--- src/rtl/backscatter_pkg.sv ---
// Shared types and constants for the backscatter frame source.
// The serial CRC-8 step used by the frame transmitter also lives here.
package backscatter_pkg;

  typedef enum logic [2:0] {
    IDLE,
    PRE,
    DATA,
    CRC,
    GAP
  } state_t;

  localparam int             CRC_W        = 8;
  localparam logic [CRC_W-1:0] CRC8_POLY  = 8'h07;
  localparam logic [15:0]    DEF_PREAMBLE = 16'hAAAA;

  // x^8+x^2+x+1, MSB-first, one bit per call
  function automatic logic [CRC_W-1:0] crc8_step(input logic [CRC_W-1:0] crc,
                                                 input logic             b);
    return {crc[CRC_W-2:0], 1'b0} ^ ((crc[CRC_W-1] ^ b) ? CRC8_POLY : '0);
  endfunction

endpackage

--- src/rtl/backscatter_frame_tx_if.sv ---
// Start/payload request side and serial bit-stream side of the frame source.
interface backscatter_frame_tx_if #(
  parameter int PAYLOAD_W = 32
);
  logic                 start;
  logic [PAYLOAD_W-1:0] payload;
  logic                 tx_en;
  logic                 tx_bit;
  logic                 bit_stb;
  logic                 busy;
  logic                 frame_done;
  logic [7:0]           frame_cnt;

  modport master (
    output start, payload,
    input  tx_en, tx_bit, bit_stb, busy, frame_done, frame_cnt
  );

  modport slave (
    input  start, payload,
    output tx_en, tx_bit, bit_stb, busy, frame_done, frame_cnt
  );
endinterface

--- src/rtl/key_debounce.sv ---
// Two-flop synchroniser plus stable-count debouncer for an active-low key.
// Emits a one-cycle pulse on each debounced press (1 -> 0).
module key_debounce #(
  parameter int DEBOUNCE_CYC = 240000
) (
  input  logic clk,
  input  logic rst,
  input  logic key_n,
  output logic press_pulse
);

  localparam int CNT_W = $clog2(DEBOUNCE_CYC + 1);

  logic             sync1;
  logic             sync2;
  logic             level;
  logic [CNT_W-1:0] cnt;

  always_ff @(posedge clk) begin
    if (rst) begin
      // NOTE: synchroniser and level reset to "released" so leaving reset never fakes a press.
      sync1       <= 1'b1;
      sync2       <= 1'b1;
      level       <= 1'b1;
      cnt         <= '0;
      press_pulse <= 1'b0;
    end else begin
      sync1       <= key_n;
      sync2       <= sync1;
      press_pulse <= 1'b0;
      if (sync2 != level) begin
        if (cnt == CNT_W'(DEBOUNCE_CYC - 1)) begin
          level       <= sync2;
          cnt         <= '0;
          press_pulse <= level;
        end else begin
          cnt <= cnt + 1'b1;
        end
      end else begin
        cnt <= '0;
      end
    end
  end

endmodule

--- src/rtl/backscatter_frame_tx.sv ---
// Frame source: on key press or start, sends preamble + payload + CRC-8
// as a timed bit stream, then holds off for a gap before the next frame.
module backscatter_frame_tx
  import backscatter_pkg::*;
#(
  parameter int                BIT_CYC      = 1200,
  parameter int                DEBOUNCE_CYC = 240000,
  parameter int                PRE_W        = 16,
  parameter logic [PRE_W-1:0]  PREAMBLE     = DEF_PREAMBLE,
  parameter int                PAYLOAD_W    = 32,
  parameter int                GAP_BITS     = 4
) (
  input logic                  clk,
  input logic                  rst,
  input logic                  key_n,
  backscatter_frame_tx_if.slave bus
);

  localparam int CYC_W    = $clog2(BIT_CYC);
  localparam int MAX_BITS = (PRE_W > PAYLOAD_W) ?
                            ((PRE_W > GAP_BITS) ? PRE_W : GAP_BITS) :
                            ((PAYLOAD_W > GAP_BITS) ? PAYLOAD_W : GAP_BITS);
  localparam int IDX_W    = $clog2((MAX_BITS > CRC_W) ? MAX_BITS : CRC_W);

  state_t               state;
  logic [CYC_W-1:0]     cyc;
  logic [IDX_W-1:0]     idx;
  logic [PRE_W-1:0]     pre_sr;
  logic [PAYLOAD_W-1:0] data_sr;
  logic [CRC_W-1:0]     crc;
  logic                 tx_en;
  logic                 tx_bit;
  logic                 bit_stb;
  logic                 busy;
  logic                 frame_done;
  logic [7:0]           frame_cnt;
  logic                 press;
  logic                 req;
  logic                 wrap;

  key_debounce #(
    .DEBOUNCE_CYC (DEBOUNCE_CYC)
  ) u_key_debounce (
    .clk         (clk),
    .rst         (rst),
    .key_n       (key_n),
    .press_pulse (press)
  );

  assign req  = press | bus.start;
  assign wrap = (cyc == CYC_W'(BIT_CYC - 1));

  always_ff @(posedge clk) begin
    if (rst) begin
      state      <= IDLE;
      cyc        <= '0;
      idx        <= '0;
      pre_sr     <= '0;
      data_sr    <= '0;
      crc        <= '0;
      tx_en      <= 1'b0;
      tx_bit     <= 1'b0;
      bit_stb    <= 1'b0;
      busy       <= 1'b0;
      frame_done <= 1'b0;
      frame_cnt  <= '0;
    end else begin
      bit_stb    <= 1'b0;
      frame_done <= 1'b0;
      if (state != IDLE) cyc <= wrap ? '0 : cyc + 1'b1;

      case (state)
        IDLE: if (req) begin
          state   <= PRE;
          cyc     <= '0;
          idx     <= '0;
          data_sr <= bus.payload;
          crc     <= '0;
          pre_sr  <= PREAMBLE << 1;
          busy    <= 1'b1;
          tx_en   <= 1'b1;
          bit_stb <= 1'b1;
          tx_bit  <= PREAMBLE[PRE_W-1];
        end

        PRE: if (wrap) begin
          bit_stb <= 1'b1;
          if (idx == IDX_W'(PRE_W - 1)) begin
            state   <= DATA;
            idx     <= '0;
            tx_bit  <= data_sr[PAYLOAD_W-1];
            crc     <= crc8_step(crc, data_sr[PAYLOAD_W-1]);
            data_sr <= data_sr << 1;
          end else begin
            idx    <= idx + 1'b1;
            tx_bit <= pre_sr[PRE_W-1];
            pre_sr <= pre_sr << 1;
          end
        end

        // The CRC absorbs each data bit as it is launched, so it is final
        // by the time the last data bit ends.
        DATA: if (wrap) begin
          bit_stb <= 1'b1;
          if (idx == IDX_W'(PAYLOAD_W - 1)) begin
            state  <= CRC;
            idx    <= '0;
            tx_bit <= crc[CRC_W-1];
            crc    <= crc << 1;
          end else begin
            idx     <= idx + 1'b1;
            tx_bit  <= data_sr[PAYLOAD_W-1];
            crc     <= crc8_step(crc, data_sr[PAYLOAD_W-1]);
            data_sr <= data_sr << 1;
          end
        end

        CRC: if (wrap) begin
          if (idx == IDX_W'(CRC_W - 1)) begin
            state      <= GAP;
            idx        <= '0;
            tx_en      <= 1'b0;
            tx_bit     <= 1'b0;
            frame_done <= 1'b1;
            frame_cnt  <= frame_cnt + 1'b1;
          end else begin
            bit_stb <= 1'b1;
            idx     <= idx + 1'b1;
            tx_bit  <= crc[CRC_W-1];
            crc     <= crc << 1;
          end
        end

        GAP: if (wrap) begin
          if (idx == IDX_W'(GAP_BITS - 1)) begin
            state <= IDLE;
            idx   <= '0;
            busy  <= 1'b0;
          end else begin
            idx <= idx + 1'b1;
          end
        end

        default: state <= IDLE;
      endcase
    end
  end

  assign bus.tx_en      = tx_en;
  assign bus.tx_bit     = tx_bit;
  assign bus.bit_stb    = bit_stb;
  assign bus.busy       = busy;
  assign bus.frame_done = frame_done;
  assign bus.frame_cnt  = frame_cnt;

endmodule

--- src/flat_wrapper.sv ---
// flat-port wrapper written by rule: the top's interface ports become plain ports
module backscatter_frame_tx_flat import backscatter_pkg::*;
#(
  parameter int                BIT_CYC      = 1200,
  parameter int                DEBOUNCE_CYC = 240000,
  parameter int                PRE_W        = 16,
  parameter logic [PRE_W-1:0]  PREAMBLE     = DEF_PREAMBLE,
  parameter int                PAYLOAD_W    = 32,
  parameter int                GAP_BITS     = 4
)
  (clk, rst, key_n, bus_start, bus_payload, bus_tx_en, bus_tx_bit, bus_bit_stb, bus_busy, bus_frame_done, bus_frame_cnt);
  backscatter_frame_tx_if #(.PAYLOAD_W(PAYLOAD_W)) bus_i ();
  input logic clk;
  input logic rst;
  input logic key_n;
  input wire logic [$bits(bus_i.start)-1:0] bus_start;
  input wire logic [$bits(bus_i.payload)-1:0] bus_payload;
  output wire logic [$bits(bus_i.tx_en)-1:0] bus_tx_en;
  output wire logic [$bits(bus_i.tx_bit)-1:0] bus_tx_bit;
  output wire logic [$bits(bus_i.bit_stb)-1:0] bus_bit_stb;
  output wire logic [$bits(bus_i.busy)-1:0] bus_busy;
  output wire logic [$bits(bus_i.frame_done)-1:0] bus_frame_done;
  output wire logic [$bits(bus_i.frame_cnt)-1:0] bus_frame_cnt;
  assign bus_i.start = bus_start;
  assign bus_i.payload = bus_payload;
  assign bus_tx_en = bus_i.tx_en;
  assign bus_tx_bit = bus_i.tx_bit;
  assign bus_bit_stb = bus_i.bit_stb;
  assign bus_busy = bus_i.busy;
  assign bus_frame_done = bus_i.frame_done;
  assign bus_frame_cnt = bus_i.frame_cnt;
  backscatter_frame_tx #(.BIT_CYC(BIT_CYC), .DEBOUNCE_CYC(DEBOUNCE_CYC), .PRE_W(PRE_W), .PREAMBLE(PREAMBLE), .PAYLOAD_W(PAYLOAD_W), .GAP_BITS(GAP_BITS)) u_core (.clk(clk), .rst(rst), .key_n(key_n), .bus(bus_i));
endmodule
--- config.mk ---
export PLATFORM = sky130hd
export DESIGN_NAME = backscatter_frame_tx_flat
export DESIGN_NICKNAME = d
export VERILOG_FILES = /design/src/rtl/backscatter_pkg.sv /design/src/rtl/backscatter_frame_tx_if.sv /design/src/rtl/key_debounce.sv /design/src/rtl/backscatter_frame_tx.sv /design/src/flat_wrapper.sv
export SDC_FILE = /design/constraint.sdc
export NUM_CORES = 1
export LEC_CHECK = 0
export CORE_ASPECT_RATIO = 1.5
export CORE_MARGIN = 2
export CORE_UTILIZATION = 57
export DETAILED_ROUTE_END_ITERATION = 8
export PLACE_DENSITY = 0.79
export SLEW_MARGIN = 0
export SYNTH_ARGS = -nofsm -noshare
export SYNTH_HDL_FRONTEND = slang
export SYNTH_SLANG_ARGS = --single-unit
--- constraint.sdc ---
create_clock -name clk -period 2.7 [get_ports clk]
set_clock_uncertainty 0.05 [all_clocks]
set_input_delay 0.405 -clock clk [delete_from_list [all_inputs] [get_ports clk]]
set_output_delay 0.405 -clock clk [all_outputs]
set_load 0.01 [all_outputs]
==> metrics.md <==
| Metric | Value |
|---|---|
| Outcome | `complete, no violations` |
| H-tree depth | `3` |
| Die Span Y | `121 um` |
| GRT Util Overall | `22.6%` |
| WHS | `361 ps` |
| DRT Pass-1 Iters | `4` |
| Nets | `664` |
| Routability Congestion | `0.931` |
| Syn-to-layout area delta | `17.8%` |
| Critical path data arrival time | `2770 ps` |
| Die Span X | `81.8 um` |
| CP required | `2930 ps` |
| Ys async rst share | `0%` |
| Crit start category | `register` |
| Mapped Cells | `585` |
| Fillcell total | `720` |
| HP Class | `register to register` |
| Antenna-violating nets left | `0` |
| Pleak | `2.16 nW` |
| CTS Hold Bufs | `0` |
| Max Clk Rate | `394 MHz` |
| Final period util | `93.9%` |
| Syn_nets | `629` |
| DR DRC count | `0` |
| Worst hold stages | `1` |
| Post-synthesis cell area | `0.00517 mm2` |
| R2R depth | `8` |
| Clk root buf | `clkbuf_16` |
| Iter 0 DRT Violations | `254` |
| Vias | `4287` |
| Reg clk slew, reported paths | `70 ps` |
| Post-DP HPWL | `7300 um` |
| Vias in the first global route | `4001` |
| Switching Fraction | `36.1%` |
| Fin. Hold Viols | `0` |
| Port-buffer cells | `48` |
| Grt ovf | `0` |
| Largest net degree at the start of global routing | `95` |
| Starting Density | `58.5%` |
| Dominant synthesized flop cell | `dfxtp_1` |
| Antenna violations before repair | `0` |
| Vias per inst | `5.83` |
| HP Start | `u_core.u_key_debounce.sync1$_SDFF_PP1_` |
| Distinct cells, synth | `62` |
| Hold Crit Endpoint | `u_core.u_key_debounce.sync2$_SDFF_PP1_` |
| RR Startpoint | `u_core.idx[0]$_SDFFE_PP0P_` |
| I/O pins | `49` |
| Avg WL per Cell | `14.9 um` |
| Power share of the clock group | `23.1%` |
| Gate power share | `41.0%` |
| Site Rows | `42` |
| CTS tree | `built` |
| Slew Limit Headroom | `51.5%` |
| Longest Clk Path Bufs | `2` |
| Count of pins over their slew limit | `0` |
| Max-Cap Viols | `0` |
| Critical setup path kind | `register to register` |
| Synth Register Bits | `108` |
| Dpl cell area | `0.00574 mm2` |
| First-pass GRT wire length | `17800 um` |
| PwrDens | `951 mW/mm2` |
| Crit end category | `register` |
| Worst-Skew Late Latency | `350 ps` |
| Total core area | `0.00883 mm2` |
| Final WL | `11000 um` |
| NetSw | `0.00209 W` |
| Num Clock Sinks | `108` |
| Most common cell after layout, fill and taps aside | `dfxtp_1` |
| Post-synth EDFFs | `0` |
| Int Pwr | `0.00370 W` |
| Flop2flop setup slack | `160 ps` |
| Worst-Margin Slew | `722 ps` |
| Worst ir drop on vdd | `0.646 mV` |
| Full die area | `0.00986 mm2` |
| Worst-path fanout max | `7` |
| Fraction of layout cells with a size suffix above 1 | `7.36%` |
| Final critical-path required period | `2540 ps` |
| Number of inserted diodes | `0` |
| R2R Path End | `u_core.state[0]$_SDFFE_PP0P_` |
| Commonest cells after routing, fill and taps aside | `dfxtp_1, nor2_1, clkdlybuf4s50_1` |
| Post-route cell area | `0.00609 mm2` |
| Syn Area/Cell | `8.84 um2` |
| Reg power frac | `35.9%` |
| Total CTS buffers | `9` |
| Seq/Total Area, Yosys | `41.8%` |
| Synth Warn # | `0` |
| Final setup vio count | `0` |
-- cell type report --
class                           instances  area [um2]  share of cell area [%]
Inverter                                9        33.8                   0.555
Clock inverter                          3        43.8                   0.719
Sequential cell                       108        2160                    35.5
Tap cell                              110         138                    2.26
Timing Repair Buffer                   61         628                    10.3
Multi-Input combinational cell        431        2820                    46.4
Clock buffer                           13         260                    4.27
-- sequential cells by signal (all words and copies together), names as in the netlist --
signal / flops
u_core.state: 3
u_core.u_key_debounce.sync1: 1
u_core.u_key_debounce.press_pulse: 1
u_core.data_sr: 32
u_core.u_key_debounce.sync2: 1
u_core.u_key_debounce.level: 1
u_core.idx: 5
u_core.bus.busy: 1
u_core.pre_sr: 14
u_core.bus.bit_stb: 1
u_core.u_key_debounce.cnt: 18
u_core.bus.frame_cnt: 8
u_core.bus.frame_done: 1
u_core.bus.tx_en: 1
u_core.crc: 8
u_core.cyc: 11
u_core.bus.tx_bit: 1
-- worst max path at each step --
stage	startpoint	endpoint	cells past startpoint
floorplan	u_core.idx[0]$_SDFFE_PP0P_	u_core.data_sr[10]$_SDFFE_PP0P_	9
global placement	bus_start	u_core.crc[5]$_SDFFE_PP0P_	6
detailed placement	u_core.idx[0]$_SDFFE_PP0P_	u_core.crc[3]$_SDFFE_PP0P_	8
CTS	u_core.idx[0]$_SDFFE_PP0P_	u_core.crc[1]$_SDFFE_PP0P_	8
global route	u_core.idx[0]$_SDFFE_PP0P_	u_core.state[0]$_SDFFE_PP0P_	8
finish	u_core.idx[0]$_SDFFE_PP0P_	u_core.state[0]$_SDFFE_PP0P_	8
-- cell usage after synthesis (2+ instances only) --
master       n  area [um2]
nor2_2       2        12.5
a311oi_1     6        52.6
o211ai_1     2        15.0
nand3b_1     6        45.0
or4_1        2        15.0
o21ai_0     13        65.1
clkbuf_1    19        71.3
o2111ai_1    4        35.0
dfxtp_1    108        2160
xor2_1      15         131
and3_1       6        37.5
a2bb2oi_1    2        17.5
mux2i_1     40         400
nor2_1      97         364
or2_2        3        18.8
ha_1         8         100
a21oi_1     27         135
nand4_1      9        56.3
and2_1       9        56.3
or3b_1       2        17.5
a41oi_1      3        26.3
or3_1        2        12.5
nor3b_1      3        22.5
a211oi_1    40         300
nand3_1     27         135
nand2_1     22        82.6
and3b_1      2        17.5
inv_1        9        33.8
nor3_1      13        65.1
nand2b_1    21         131
nor4_1       2        12.5
and4_1       3        26.3
xnor2_1     12         105
a211o_1      2        17.5
nor4b_1      2        17.5
buf_2       16        80.1
-- critical path, stage by stage, from the launching register on --
cell     delay (ps)
dfxtp_1         360
ha_1            230
and3_1          250
ha_1            320
nor4b_1          90
a21oi_1         260
nand4_1         260
or4_1           520
a21oi_1         140
-- layer usage --
layer / wire [um] / vias up / global-route usage (%) / share of wire (%)
met5: 0 / - / 0 / 0
met4: 226 / 0 / 9.48 / 2.1
met3: 323 / 21 / 4.10 / 2.9
met2: 5780 / 79 / 39.9 / 53
met1: 4660 / 2027 / 26.1 / 42
li1: - / 2160 / - / -
-- through the flow --
step           instances  setup slack [ps]  utilization (%)  setup TNS, ps  power, W
2_1_floorplan        585               421                -              0   0.00382
3_3_place_gp         717               191             65.0              0   0.00427
3_5_place_dp         717              10.5             65.0              0   0.00434
4_1_cts              733              19.9             68.4              0   0.00569
5_1_grt              735             -10.9             69.0          -10.9   0.00615
6_report             735               164             69.0              0   0.00579
-- power groups by stage --
stage	logic, W	registers [W]	clock network, W
2_1_floorplan	0.00179	0.00203	0
3_3_place_gp	0.00217	0.00209	0
3_5_place_dp	0.00224	0.00210	0
4_1_cts	0.00226	0.00207	0.00136
6_report	0.00237	0.00208	0.00134
5_1_grt	0.00261	0.00211	0.00143
-- cell families (layout without fill, tap and decap cells) --
| kind of cell | after synthesis | count (layout) | synth area share, % |
|---|---|---|---|
| and+or+nand+nor | 245 | 245 | 24.7 |
| buffers and inverters | 46 | 86 | 3.95 |
| AOI/OAI and AO/OA | 111 | 111 | 15.2 |
| adders and majority gates | 8 | 8 | 1.94 |
| muxes | 40 | 40 | 7.75 |
| DFF | 108 | 108 | 41.8 |
| xor gates and xnor gates | 27 | 27 | 4.58 |
-- timing repair --
| action | CTS | global route |
|---|---|---|
| setup endpoints to repair | 0 | 14 |
| setup buffers | 0 | 1 |
| resized for setup | 0 | 2 |
No activity file was read; power rests on OpenSTA's default activity.
